File: src/rtl/bitreg_write_arbiter.sv
// bitreg_write_arbiter
// Round-robin arbiter for the single bit-write port of the display register.
// It grants one requester at a time and forwards that requester's bit index
// and value with a one-cycle dp_valid strobe. It then waits for dp_done, or
// for a timeout, acks the owner and rotates priority.
//
// Ports
//   clk_i           system clock, rising edge
//   rst_ni          asynchronous reset, active low
//   req_i           per-requester request level, held until ack
//   req_index_i     packed bit indices; requester i uses [i*IDX_W +: IDX_W]
//   req_value_i     per-requester bit value
//   ack_o           one-hot, one-cycle completion pulse to the owner
//   grant_o         one-hot current owner; zero when idle
//   dp_valid_o      one-cycle write strobe to the datapath
//   dp_bit_index_o  latched bit index of the owner
//   dp_bit_value_o  latched bit value of the owner
//   dp_done_i       datapath completion pulse
//   busy_o          high whenever the FSM is not idle
//   timeout_err_o   sticky timeout flag
//   err_clr_i       synchronous clear of timeout_err_o; a same-cycle set wins
module bitreg_write_arbiter #(
    parameter int unsigned N_REQ   = 4,
    parameter int unsigned IDX_W   = 3,
    parameter int unsigned TIMEOUT = 15
) (
    input  logic                   clk_i,
    input  logic                   rst_ni,
    input  logic [N_REQ-1:0]       req_i,
    input  logic [N_REQ*IDX_W-1:0] req_index_i,
    input  logic [N_REQ-1:0]       req_value_i,
    output logic [N_REQ-1:0]       ack_o,
    output logic [N_REQ-1:0]       grant_o,
    output logic                   dp_valid_o,
    output logic [IDX_W-1:0]       dp_bit_index_o,
    output logic                   dp_bit_value_o,
    input  logic                   dp_done_i,
    output logic                   busy_o,
    output logic                   timeout_err_o,
    input  logic                   err_clr_i
);

    localparam int unsigned GNT_W = (N_REQ > 1) ? $clog2(N_REQ) : 1;
    localparam int unsigned TMR_W = $clog2(TIMEOUT);

    typedef enum logic [1:0] {
        IDLE  = 2'd0,
        ISSUE = 2'd1,
        WAIT  = 2'd2,
        ACK   = 2'd3
    } state_e;

    state_e              state_q, state_d;
    logic [GNT_W-1:0]    gidx_q, gidx_d;
    logic [GNT_W-1:0]    last_grant_q, last_grant_d;
    logic [TMR_W-1:0]    timer_q, timer_d;
    logic [N_REQ-1:0]    grant_q, grant_d;
    logic [N_REQ-1:0]    ack_q, ack_d;
    logic                dp_valid_q, dp_valid_d;
    logic [IDX_W-1:0]    dp_bit_index_q, dp_bit_index_d;
    logic                dp_bit_value_q, dp_bit_value_d;
    logic                busy_q, busy_d;
    logic                timeout_err_q, timeout_err_d;
    logic                err_set;

    logic                pick_found;
    logic [GNT_W-1:0]    pick_idx;
    int unsigned         cand;

    // Round-robin pick: the first set request after last_grant, wrapping
    always_comb begin : pick_logic
        pick_found = 1'b0;
        pick_idx   = '0;
        cand       = 0;
        for (int unsigned i = 1; i <= N_REQ; i++) begin
            cand = 32'(last_grant_q) + i;
            if (cand >= N_REQ) begin
                cand = cand - N_REQ;
            end
            if (!pick_found && req_i[GNT_W'(cand)]) begin
                pick_found = 1'b1;
                pick_idx   = GNT_W'(cand);
            end
        end
    end

    // Next-state and registered-output logic
    always_comb begin : fsm_comb
        state_d        = state_q;
        gidx_d         = gidx_q;
        last_grant_d   = last_grant_q;
        timer_d        = timer_q;
        grant_d        = grant_q;
        ack_d          = '0;
        dp_valid_d     = 1'b0;
        dp_bit_index_d = dp_bit_index_q;
        dp_bit_value_d = dp_bit_value_q;
        err_set        = 1'b0;

        case (state_q)
            IDLE: begin
                if (pick_found) begin
                    state_d           = ISSUE;
                    gidx_d            = pick_idx;
                    grant_d           = '0;
                    grant_d[pick_idx] = 1'b1;
                    dp_valid_d        = 1'b1;
                    dp_bit_index_d    = req_index_i[32'(pick_idx) * IDX_W +: IDX_W];
                    dp_bit_value_d    = req_value_i[pick_idx];
                    timer_d           = '0;
                end
            end
            ISSUE: begin
                // dp_done in this cycle is ignored
                state_d = WAIT;
                timer_d = '0;
            end
            WAIT: begin
                // dp_done has priority over a timeout in the same cycle
                if (dp_done_i) begin
                    state_d       = ACK;
                    ack_d[gidx_q] = 1'b1;
                end else if (timer_q == TMR_W'(TIMEOUT - 1)) begin
                    state_d       = ACK;
                    ack_d[gidx_q] = 1'b1;
                    err_set       = 1'b1;
                end else begin
                    timer_d = timer_q + TMR_W'(1);
                end
            end
            ACK: begin
                state_d      = IDLE;
                last_grant_d = gidx_q;
                grant_d      = '0;
            end
            default: begin
                state_d = IDLE;
                grant_d = '0;
            end
        endcase

        // Sticky error: a set in the same cycle as a clear wins
        if (err_set) begin
            timeout_err_d = 1'b1;
        end else if (err_clr_i) begin
            timeout_err_d = 1'b0;
        end else begin
            timeout_err_d = timeout_err_q;
        end

        busy_d = (state_d != IDLE);
    end

    // State and output registers
    always_ff @(posedge clk_i or negedge rst_ni) begin : fsm_regs
        if (!rst_ni) begin
            state_q        <= IDLE;
            gidx_q         <= '0;
            last_grant_q   <= GNT_W'(N_REQ - 1);
            timer_q        <= '0;
            grant_q        <= '0;
            ack_q          <= '0;
            dp_valid_q     <= 1'b0;
            dp_bit_index_q <= '0;
            dp_bit_value_q <= 1'b0;
            busy_q         <= 1'b0;
            timeout_err_q  <= 1'b0;
        end else begin
            state_q        <= state_d;
            gidx_q         <= gidx_d;
            last_grant_q   <= last_grant_d;
            timer_q        <= timer_d;
            grant_q        <= grant_d;
            ack_q          <= ack_d;
            dp_valid_q     <= dp_valid_d;
            dp_bit_index_q <= dp_bit_index_d;
            dp_bit_value_q <= dp_bit_value_d;
            busy_q         <= busy_d;
            timeout_err_q  <= timeout_err_d;
        end
    end

    assign ack_o          = ack_q;
    assign grant_o        = grant_q;
    assign dp_valid_o     = dp_valid_q;
    assign dp_bit_index_o = dp_bit_index_q;
    assign dp_bit_value_o = dp_bit_value_q;
    assign busy_o         = busy_q;
    assign timeout_err_o  = timeout_err_q;

endmodule

File: config.mk
export PLATFORM = sky130hd
export DESIGN_NAME = bitreg_write_arbiter
export DESIGN_NICKNAME = d
export VERILOG_FILES = /design/src/rtl/bitreg_write_arbiter.sv
export SDC_FILE = /design/constraint.sdc
export NUM_CORES = 1
export LEC_CHECK = 0
export ABC_AREA = 1
export ABC_CLOCK_PERIOD_IN_PS = 3100
export BUFFER_PORTS_ARGS = -buffer_cell sky130_fd_sc_hd__buf_2
export CORE_MARGIN = 1
export CORE_UTILIZATION = 56
export DETAILED_ROUTE_END_ITERATION = 8
export GPL_TIMING_DRIVEN = 0
export PLACE_DENSITY_LB_ADDON = 0.3
export SETUP_SLACK_MARGIN = 0.15
export SYNTH_ARGS = -nofsm -noshare
export SYNTH_HDL_FRONTEND = slang
export SYNTH_SLANG_ARGS = --single-unit
File: constraint.sdc
create_clock -name clk_i -period 3.1 [get_ports clk_i]
set_input_delay 0.155 -clock clk_i [delete_from_list [all_inputs] [get_ports clk_i]]
set_output_delay 0.155 -clock clk_i [all_outputs]
set_load 0.01 [all_outputs]
# [After elaboration in Yosys (flattened, before gate mapping)]
# Index checks and enable logic that the tools add are counted.
[totals] reg_bits=25 input_bits=24 output_inout_bits=15 word_cells=103
[classes] add_sub_neg=9 multipliers=1 order_cmp=12 eq_ne=7 shifts=1 n_mux=46 n_reduce_logical=16
[ops] op="4-bit 2-to-1 mux" count=7
[ops] op="2-bit 2-to-1 mux" count=11
[ops] op="2-bit by 3-bit < comparator with 1-bit output (second input constant)" count=6
[ops] op="1-bit 2-to-1 mux" count=18
[ops] op="4-bit one-hot mux with 3 select lines" count=1
[ops] op="12-bit by 5-bit variable part select with 3-bit output" count=1
[ops] op="1-bit binary-select mux with 2-bit select" count=5
[ops] op="3-bit greater-or-equal comparator (second input constant)" count=3
[ops] op="2-bit one-hot mux with 4 select lines" count=1
[ops] op="4-bit one-hot mux with 2 select lines" count=1
[ops] op="2-bit by 1-bit subtractor with 2-bit output (second input constant)" count=4
[ops] op="2-bit by 2-bit adder with 3-bit output (second input constant)" count=2
[ops] op="2-bit != test (second input constant)" count=3
[ops] op="2-bit nonzero test" count=3
[ops] op="1-bit logical AND" count=5
[ops] op="2-bit by 3-bit adder with 4-bit output (second input constant)" count=1
[ops] op="4-bit by 1-bit adder with 4-bit output (second input constant)" count=1
[ops] op="1-bit demux with 2-bit select" count=2
[ops] op="2-bit == test (second input constant)" count=2
[ops] op="4-bit == test (second input constant)" count=1
[ops] op="2-bit by 1-bit greater-or-equal comparator with 1-bit output (second input constant)" count=2
[ops] op="4-bit by 3-bit greater-or-equal comparator with 1-bit output (second input constant)" count=1
[ops] op="2-bit by 2-bit multiplier with 4-bit output (second input constant)" count=1
[ops] op="2-bit AND reduction" count=2
[ops] op="other kinds (6)" count=8

# [Logic depth before layout (Yosys ltp)]
# Gate-level depths: netlist (run 1).
[depth] depth_word=21 depth_mapped=17

# [Worst setup path before layout (run 1)]
# No wires, ideal clock.
[synth_timing] kind="register to register" start="reg last_grant_q[1]" end="reg dp_bit_value_q, in the netlist dp_bit_value_o" arrival_ps=1695 path_slack_ps=1288 path_stages_with_launch=18 n_path_buf=2 synth_period_minus_slack_ps=1812 cell_sequence="dfstp_2 > clkbuf_2 > inv_2 > nand2_1 > nand2_2 > nand2_2 > nand2_4 > nor2_4 > nand3_2 > nand2_2 > nand2_2 > buf_6 > nand2_1 > nand2_1 > nand2_1 > nand2_1 > nand2_1 > nand2_1"
[synth_via] elab_chain_len=17 word_cells_on_any_way=41
[synth_lines] item="start: declaration" line="55" source="logic [GNT_W-1:0] last_grant_q, last_grant_d;"
[synth_lines] item="start signal: assignment" line="159" source="last_grant_q <= GNT_W'(N_REQ - 1);"
[synth_lines] item="start signal: assignment" line="171" source="last_grant_q <= last_grant_d;"
[synth_lines] item="2-bit by 1-bit adder with 3-bit output" line="76" source="cand = 32'(last_grant_q) + i;"
[synth_lines] item="3-bit greater-or-equal comparator / 2-bit by 1-bit subtractor with 2-bit output (equally long branches)" line="77, 78"
[synth_lines] item="2-bit 2-to-1 mux" line="77" source="if (cand >= N_REQ) begin"
[synth_lines] item="1-bit binary-select mux with 2-bit select" line="80" source="if (!pick_found && req_i[GNT_W'(cand)]) begin"
[synth_lines] item="1-bit 2-to-1 mux (not written as such)" line="80"
[synth_lines] item="1-bit 2-to-1 mux" line="80"
[synth_lines] item="1-bit logical NOT" line="80"
[synth_lines] item="1-bit logical AND" line="80"
[synth_lines] item="1-bit 2-to-1 mux" line="80"
[synth_lines] item="1-bit logical NOT" line="80"
[synth_lines] item="1-bit logical AND" line="80"
[synth_lines] item="1-bit 2-to-1 mux" line="80"
[synth_lines] item="1-bit logical NOT" line="80"
[synth_lines] item="1-bit logical AND" line="80"
[synth_lines] item="2-bit 2-to-1 mux" line="80"
[synth_lines] item="1-bit binary-select mux with 2-bit select" line="109" source="dp_bit_value_d = req_value_i[pick_idx];"
[synth_lines] item="1-bit 2-to-1 mux (not written as such)" line="109"
[synth_lines] item="end signal: assignment" line="177" source="dp_bit_value_q <= dp_bit_value_d;"
[synth_lines] item="end: declaration" line="61" source="logic dp_bit_value_q, dp_bit_value_d;"
# Several ways; a longest one is shown, not always the timed one. The select of a mux whose other input is x is not followed.
# A chain may end at the register's enable or synchronous reset.

# [Final worst setup path (run 1)]
[layout_timing] start="reg last_grant_q[1]" end="reg dp_bit_index_q[2], in the netlist dp_bit_index_o[2]"
[layout_via] elab_chain_len=17 word_cells_on_any_way=41
[layout_lines] item="2-bit by 1-bit adder with 3-bit output" line="76"
[layout_lines] item="3-bit greater-or-equal comparator / 2-bit by 1-bit subtractor with 2-bit output (equally long branches)" line="77, 78"
[layout_lines] item="2-bit 2-to-1 mux" line="77"
[layout_lines] item="1-bit binary-select mux with 2-bit select" line="80"
[layout_lines] item="1-bit 2-to-1 mux (not written as such)" line="80"
[layout_lines] item="1-bit 2-to-1 mux" line="80"
[layout_lines] item="1-bit logical NOT" line="80"
[layout_lines] item="1-bit logical AND" line="80"
[layout_lines] item="1-bit 2-to-1 mux" line="80"
[layout_lines] item="1-bit logical NOT" line="80"
[layout_lines] item="1-bit logical AND" line="80"
[layout_lines] item="1-bit 2-to-1 mux" line="80"
[layout_lines] item="1-bit logical NOT" line="80"
[layout_lines] item="1-bit logical AND" line="80"
[layout_lines] item="2-bit 2-to-1 mux" line="80"
[layout_lines] item="2-bit by 2-bit multiplier with 4-bit output" line="108" source="dp_bit_index_d = req_index_i[32'(pick_idx) * IDX_W +: IDX_W];"
[layout_lines] item="12-bit by 5-bit variable part select with 3-bit output" line="108"
[layout_lines] item="end signal: assignment" line="176" source="dp_bit_index_q <= dp_bit_index_d;"
[layout_lines] item="end: declaration" line="60" source="logic [IDX_W-1:0] dp_bit_index_q, dp_bit_index_d;"
# Several ways; a longest one is shown, not always the timed one. The select of a mux whose other input is x is not followed.

==> summary.md, run 1 <==
| Metric | Value |
|---|---|
| Setup Skew | 7.82 ps |
| Commonest non-fill, non-tap cell in the layout | nand2_1 |
| Clock buffer depth | 2 |
| Post-Place Cells | 272 |
| Die area | 2920 um2 |
| Clk Latency, worst-skew pair | 320 ps |
| Synth Area in Adders | 5.77% |
| Nets | 280 |
| Average wire per cell in the routed design | 10.6 um |
| Peak supply drop | 0.693 mV |
| DR vias/cell | 5.05 |
| DP Area | 1750 um2 |
| Setup Viol. Count Final | 0 |
| Mux contribution to synthesized area | 0% |
| Post-Layout Cell Count | 278 |
| Die width | 54.1 um |
| Post-CTS Setup Repair Bufs | 0 |
| Inserted Clock Buffers | 3 |
| Tcrit/Tclk final | 67.1% |
| IO Pins | 39 |
| Worst path required time | 3320 ps |
| Overflow left after global routing | 0 |
| Max-Cap Viols | 0 |
| DR vias | 1,405 |
| Synthesized area | 1520 um2 |
| Netlist cell types | 27 |
| Max Fclk | 481 MHz |
| Iteration-0 DRC Markers | 27 |
| P_leak | 1.03 nW |
| Max transition margin | 58.9% |
| Period minus WS final | 2080 ps |
| Xor-xnor portion of the synthesized cell area | 1.15% |
| Starting density of the core | 60.2% |
| Status | finished, final reports clean |
| # DRC | 0 |
| Fraction of layout cells with a size suffix above 1 | 27.8% |
| Endpoints failing hold | 0 |
| Slew @ Worst Pin | 611 ps |
| Complex-gate fraction of the synthesized area | 6.51% |
| Syn Area/Cell | 7.45 um2 |
| Hold_buf cts | 2 |
| Synth Register Bits | 25 |
| Area share of and/or/nand/nor cells after synthesis | 37.4% |
| Critical Path Fanout Max | 8 |
| First-pass GRT wire length | 4800 um |
| Setup TNS | 0 ps |
| Synth Net Count | 235 |
| Core Region | 2520 um2 |
| Largest family of logic cells by synthesized area | simple AND/OR/NAND/NOR gates |
| Setup WS post-layout | 1020 ps |
| Dpl hpwl | 2280 um |
| CTS tree | yes |
| Power, Total | 1.80 mW |
| Port Buf Inserts | 38 |
| Unrepaired setup endpoints after global routing | false |
| RD Place Congestion | 0.761 |
| Startpoint Class | register |
| Antenna diodes | 0 |
| Most frequent cells in the layout | nand2_1, buf_2, dfrtp_1 |
| Antenna violation net count after detailed routing | 0 |
| HP Class | primary input to register |
| Syn Inst Count | 204 |
| Setup crit end kind | register |
| Pwr/cell area | 1000 nW/um2 |
| H-tree depth | 1 |
| Routed WL | 2950 um |
| Number of global-route vias before repair | 1,104 |
| Final Cell Area | 1790 um2 |
| Initial DRT Pass Iterations | 4 |
| Largest net degree at the start of global routing | 26 |
| Die height | 54.1 um |
| Pre-CTS WS | 1060 ps |
| Filler Cell Count | 222 |
| Row cnt | 18 |
| Root buf cell | clkbuf_4 |
| Yosys warns | 0 |
| Worst-path clk slew | 140 ps |
| Slew Viols, Final | 0 |
| Initial antenna violation count | 0 |
| CTS sink cnt | 25 |
| WS Path Type | register to register |
| Sequential share of the synthesized area | 41.4% |
| Total track usage | 23.3% |
| CTS resizes | 0 |
| P&R area growth vs syn | 18.1% |
| CP arrival | 2300 ps |
==> sequential cells by signal, summed over array words and instances (netlist names) <==
name / count
ack_o: 4
grant_o: 4
timer_q: 4
dp_bit_index_o: 3
gidx_q: 2
last_grant_q: 2
state_q: 2
busy_o: 1
dp_bit_value_o: 1
dp_valid_o: 1
timeout_err_o: 1
==> cell usage after synthesis, drive strengths merged <==
library cell | n | area share (%)
ha | 7 | 5.8
xor2 | 2 | 1.2
buf | 3 | 1.8
nand4 | 4 | 1.6
nand3 | 18 | 6.6
o211ai | 1 | 0.49
inv | 23 | 5.7
nand2 | 89 | 24
a21oi | 1 | 0.33
clkbuf | 1 | 0.33
dfrtp | 23 | 38
o21ai | 15 | 5.2
nor3 | 5 | 1.6
and3 | 1 | 0.41
dfstp | 2 | 3.5
or2 | 2 | 0.82
nor2 | 6 | 2.1
o21a | 1 | 0.49
==> worst max-delay path, stage by stage, from the launching register on <==
cell and delay (ps):
dfstp_2 540, clkbuf_2 190, inv_2 80, nand2_1 80, nand2_2 70, nand2_2 80, nand2_4 70, nor2_4 140
nand3_1 90, nand2_1 70, inv_1 40, nand2_2 140, inv_1 150, nand2_1 100, nand2_1 50, nand2_1 50
nand2_1 50
==> cell type report <==
type | instances | area, um2 | area share (%)
Tap cell | 30 | 37.5 | 2.09
Clock inverter | 1 | 5.00 | 0.279
Clock buffer | 3 | 22.5 | 1.26
Buffer | 4 | 32.5 | 1.81
Multi-Input combinational cell | 152 | 772 | 43.0
Sequential cell | 25 | 628 | 35.0
Inverter | 23 | 86.3 | 4.81
Timing Repair Buffer | 40 | 210 | 11.7
==> path summary, 6_finish.rpt <==
check	startpoint	to	slack (ps)	depth (start not counted)
max	last_grant_q[1]	dp_bit_index_o[2]	1020	16
min	dp_done_i	timeout_err_o	90	4
max reg2reg	last_grant_q[1]	dp_bit_index_o[2]	1020	16
min reg2reg	dp_bit_value_o	dp_bit_value_o	490	2
max in group asynchronous	rst_ni	last_grant_q[1]	2410	2
min in group asynchronous	rst_ni	timer_q[3]	320	2
==> metrics by stage <==
| stage | util [%] | hold WS (ps) |
|---|---|---|
| floorplan | - | -141 |
| CTS | 71.1 | 96.0 |
| global route | 71.1 | 108 |
| global placement | 69.2 | 168 |
| detailed placement | 69.2 | 170 |
| finish | 71.1 | 94.4 |
==> power breakdown <==
part	switching (mW)	leakage, nW	total [mW]	internal, mW
Sequential	0.0716	0.321	0.512	0.441
Combinational	0.736	0.691	1.14	0.407
Clock	0.0974	0.0177	0.146	0.0483
==> layer usage <==
metal	part of all wire (%)	track usage [%]	vias to the layer above	wire, um
met5	0	0	-	0
met4	1.7	10.3	0	51
met3	4.0	3.11	4	119
met2	47	36.2	31	1380
met1	48	32.3	636	1400
li1	-	-	734	-
==> kinds of logic after synthesis <==
family,count (synthesis)
simple gates,125
buf+inv,27
fa+ha+maj,7
xor+xnor,2
flops,25
compound gates,18
No activity file was read; power rests on OpenSTA's default activity.
==> inputs of run 2 (changes only) <==
--- a/config.mk
+++ b/config.mk
@@ -6,10 +6,10 @@
 export NUM_CORES = 1
 export LEC_CHECK = 0
 export ABC_AREA = 1
-export ABC_CLOCK_PERIOD_IN_PS = 3100
+export ABC_CLOCK_PERIOD_IN_PS = 1800
 export BUFFER_PORTS_ARGS = -buffer_cell sky130_fd_sc_hd__buf_2
 export CORE_MARGIN = 1
-export CORE_UTILIZATION = 56
+export CORE_UTILIZATION = 47
 export DETAILED_ROUTE_END_ITERATION = 8
 export GPL_TIMING_DRIVEN = 0
 export PLACE_DENSITY_LB_ADDON = 0.3
==> constraint.sdc (replaced) <==
create_clock -name clk_i -period 1.8 [get_ports clk_i]
set_input_delay 0.09 -clock clk_i [delete_from_list [all_inputs] [get_ports clk_i]]
set_output_delay 0.09 -clock clk_i [all_outputs]
set_load 0.01 [all_outputs]
==> run 2 against run 1 <==
The flow now finishes with violations (setup timing). Critical path depth up 1. Routed wire length up 15%. Combinational power rose to 2.6 times the previous value. Non-clock buffer count up 16. Total power up 130%. Design area up 17%. Flip-flop and latch count unchanged. Sequential power up 73%. Register-to-register slack worse by 1200 ps. Core utilization down 2.3 points. Via count up 6.9%. Global-route usage down 2.2 points. Largest cell class unchanged. Largest power group unchanged.
==> summary.md, run 2 (same netlist as run 1, synthesis figures left out) <==
| Metric | Value |
|---|---|
| WS Path Type | register to register |
| Max transition margin | 64.4% (+5.5 points) |
| Clk Latency, worst-skew pair | 320 ps (about the same) |
| Average wire per cell in the routed design | 11.1 um (+4.2%) |
| Most frequent cells in the layout | nand2_1, buf_2, dfrtp_1 |
| Pre-CTS WS | -228 ps (-1290 ps) |
| Cells along the critical path | buf_8, inv_8, nand2_4, nand2_2, nand2_2, nand2_4, nor2_4, nand3_2, nand2_4, nand2_4, buf_6, nand2_2, nand2_1, nand2_1, nand2_1, nand2_1, nand2_1 |
| Post-Layout Cell Count | 308 (+11%) |
| Setup WS post-layout | -142 ps (-1160 ps) |
| Unrepaired setup endpoints after global routing | true |
| CTS tree | yes |
| Final Cell Area | 2100 um2 (+17%) |
| IO Pins | 39 (unchanged) |
| Root buf cell | clkbuf_4 |
| Inserted Clock Buffers | 3 (unchanged) |
| Slowest stage cell, crit path | dfstp_2 |
| First-pass GRT wire length | 5510 um (+15%) |
| Initial antenna violation count | 0 (unchanged) |
| Worst path required time | 2030 ps (-1290 ps) |
| Slew Viols, Final | 0 (unchanged) |
| Post-Place Cells | 286 (+5.1%) |
| Setup Skew | 1.76 ps (-6.06 ps) |
| Total track usage | 21.1% (-2.2 points) |
| Core Region | 3050 um2 (+21%) |
| Nets | 296 (+5.7%) |
| Peak supply drop | 0.778 mV (+12%) |
| Setup crit end kind | register |
| # DRC | 0 (unchanged) |
| DR vias | 1,502 (+6.9%) |
| Max-Cap Viols | 0 (unchanged) |
| Iteration-0 DRC Markers | 103 (+280%) |
| Dpl hpwl | 2320 um (+1.4%) |
| Port Buf Inserts | 38 (unchanged) |
| Starting density of the core | 49.8% (-10 points) |
| HP Class | primary input to register |
| Failing checks | setup timing |
| Overflow left after global routing | 0 (unchanged) |
| Top delay family on crit path | simple AND/OR/NAND/NOR gates |
| Status | complete, but fails checks |
| Commonest non-fill, non-tap cell in the layout | nand2_1 |
| Critical Path Fanout Max | 5 (-3) |
| P&R area growth vs syn | 38.3% |
| Slew @ Worst Pin | 535 ps (-76.1 ps) |
| CTS sink cnt | 25 (unchanged) |
| Setup Viol. Count Final | 9 (+9) |
| Period minus WS final | 1940 ps (-139 ps) |
| Fraction of layout cells with a size suffix above 1 | 42.4% (+15 points) |
| Worst hold margin | 56.6 ps (-37.8 ps) |
| Setup TNS | -704 ps (-704 ps) |
| P_leak | 1.15 nW (+11%) |
| Clock buffer depth | 2 (unchanged) |
| Critical Path Max Stage Delay | 560 ps (+20 ps) |
| Die area | 3460 um2 (+18%) |
| Row cnt | 20 (+2) |
| Endpoints failing hold | 0 (unchanged) |
| Routed WL | 3410 um (+15%) |
| Largest net degree at the start of global routing | 26 (unchanged) |
| Filler Cell Count | 278 (+25%) |
| Startpoint Class | register |
| CP arrival | 2170 ps (-130 ps) |
| Tcrit/Tclk final | 108% (+41 points) |
| Initial DRT Pass Iterations | 4 (unchanged) |
| Die width | 58.9 um (+8.8%) |
| Antenna violation net count after detailed routing | 0 (unchanged) |
| Number of global-route vias before repair | 1,270 (+15%) |
| Antenna diodes | 0 (unchanged) |
| DR vias/cell | 4.88 (-3.5%) |
| Power, Total | 4.06 mW (+130%) |
| H-tree depth | 1 (unchanged) |
| Top cell by count, worst path | nand2_1 |
| Die height | 58.9 um (+8.8%) |
| DP Area | 1780 um2 (+2.1%) |
| Worst Path Buf+Inv | 3 (-1) |
| RD Place Congestion | 0.753 (-1.1%) |
| Pwr/cell area | 1930 nW/um2 (+93%) |
| Worst-path clk slew | 130 ps (about the same) |
| Core Util, Final | 68.8% (-2.3 points) |
| Max Fclk | 515 MHz (+7.1%) |
## run 2: cell count changes in the layout (fill, tap and decap cells not counted), moves of 6 or more
cell,delta
nand2_1,-18
nand2_2,+12
buf_4,+10
o21ai_0,-9
buf_6,+6
nand2_4,+6
o21ai_1,+6
## run 2: report_power, final
group	internal (mW)	switching (mW)	total, mW
logic	1.28	1.65	2.93
registers	0.760	0.125	0.884
clock network	0.0851	0.168	0.253
## run 2: routing by layer
metal / vias up / part of all wire (%) / global-route usage [%] / routed length [um]
met4: 0 / 1.4 / 8.16 / 48
met5: - / 0 / 0 / 0
met3: 5 / 2.8 / 2.42 / 94
met1: 698 / 45 / 27.3 / 1540
li1: 770 / - / - / -
met2: 29 / 51 / 36.2 / 1730
## run 2: tightest hold or removal path, cell delays in order
cell	delay, ps
buf_2	100
nor2_1	40
nand2_1	60
o21ai_0	70
## run 2: timing repair
item,CTS,global route
gates cloned,1,0
setup buffers,14,1
endpoints found under the setup margin,15,17
hold buffers,2,0
gates resized for setup,28,27
pin swaps,8,12
endpoints found under the hold margin,24,0
## run 2: layout make-up
class / count / area (um2) / share of cell area (%)
multi-input cells: 152 / 876 / 41.7
clock inverters: 1 / 7.51 / 0.357
repair buffers: 56 / 362 / 17.2
inverters: 23 / 101 / 4.82
plain buffers: 4 / 48.8 / 2.32
well taps: 44 / 55.1 / 2.62
flip-flops and latches: 25 / 628 / 29.9
clock buffers: 3 / 22.5 / 1.07
## run 2: final timing paths
path | slack, ps | start | cells after the start | to
worst max register to register | -140 | last_grant_q[1] | 17 | dp_bit_index_o[0]
worst max-delay path | -140 | last_grant_q[1] | 17 | dp_bit_index_o[0]
worst min-delay path | 60 | dp_done_i | 4 | timeout_err_o
worst min register to register | 490 | dp_bit_value_o | 2 | dp_bit_value_o
min in group asynchronous | 270 | rst_ni | 2 | grant_o[1]
max in group asynchronous | 1160 | rst_ni | 2 | last_grant_q[1]
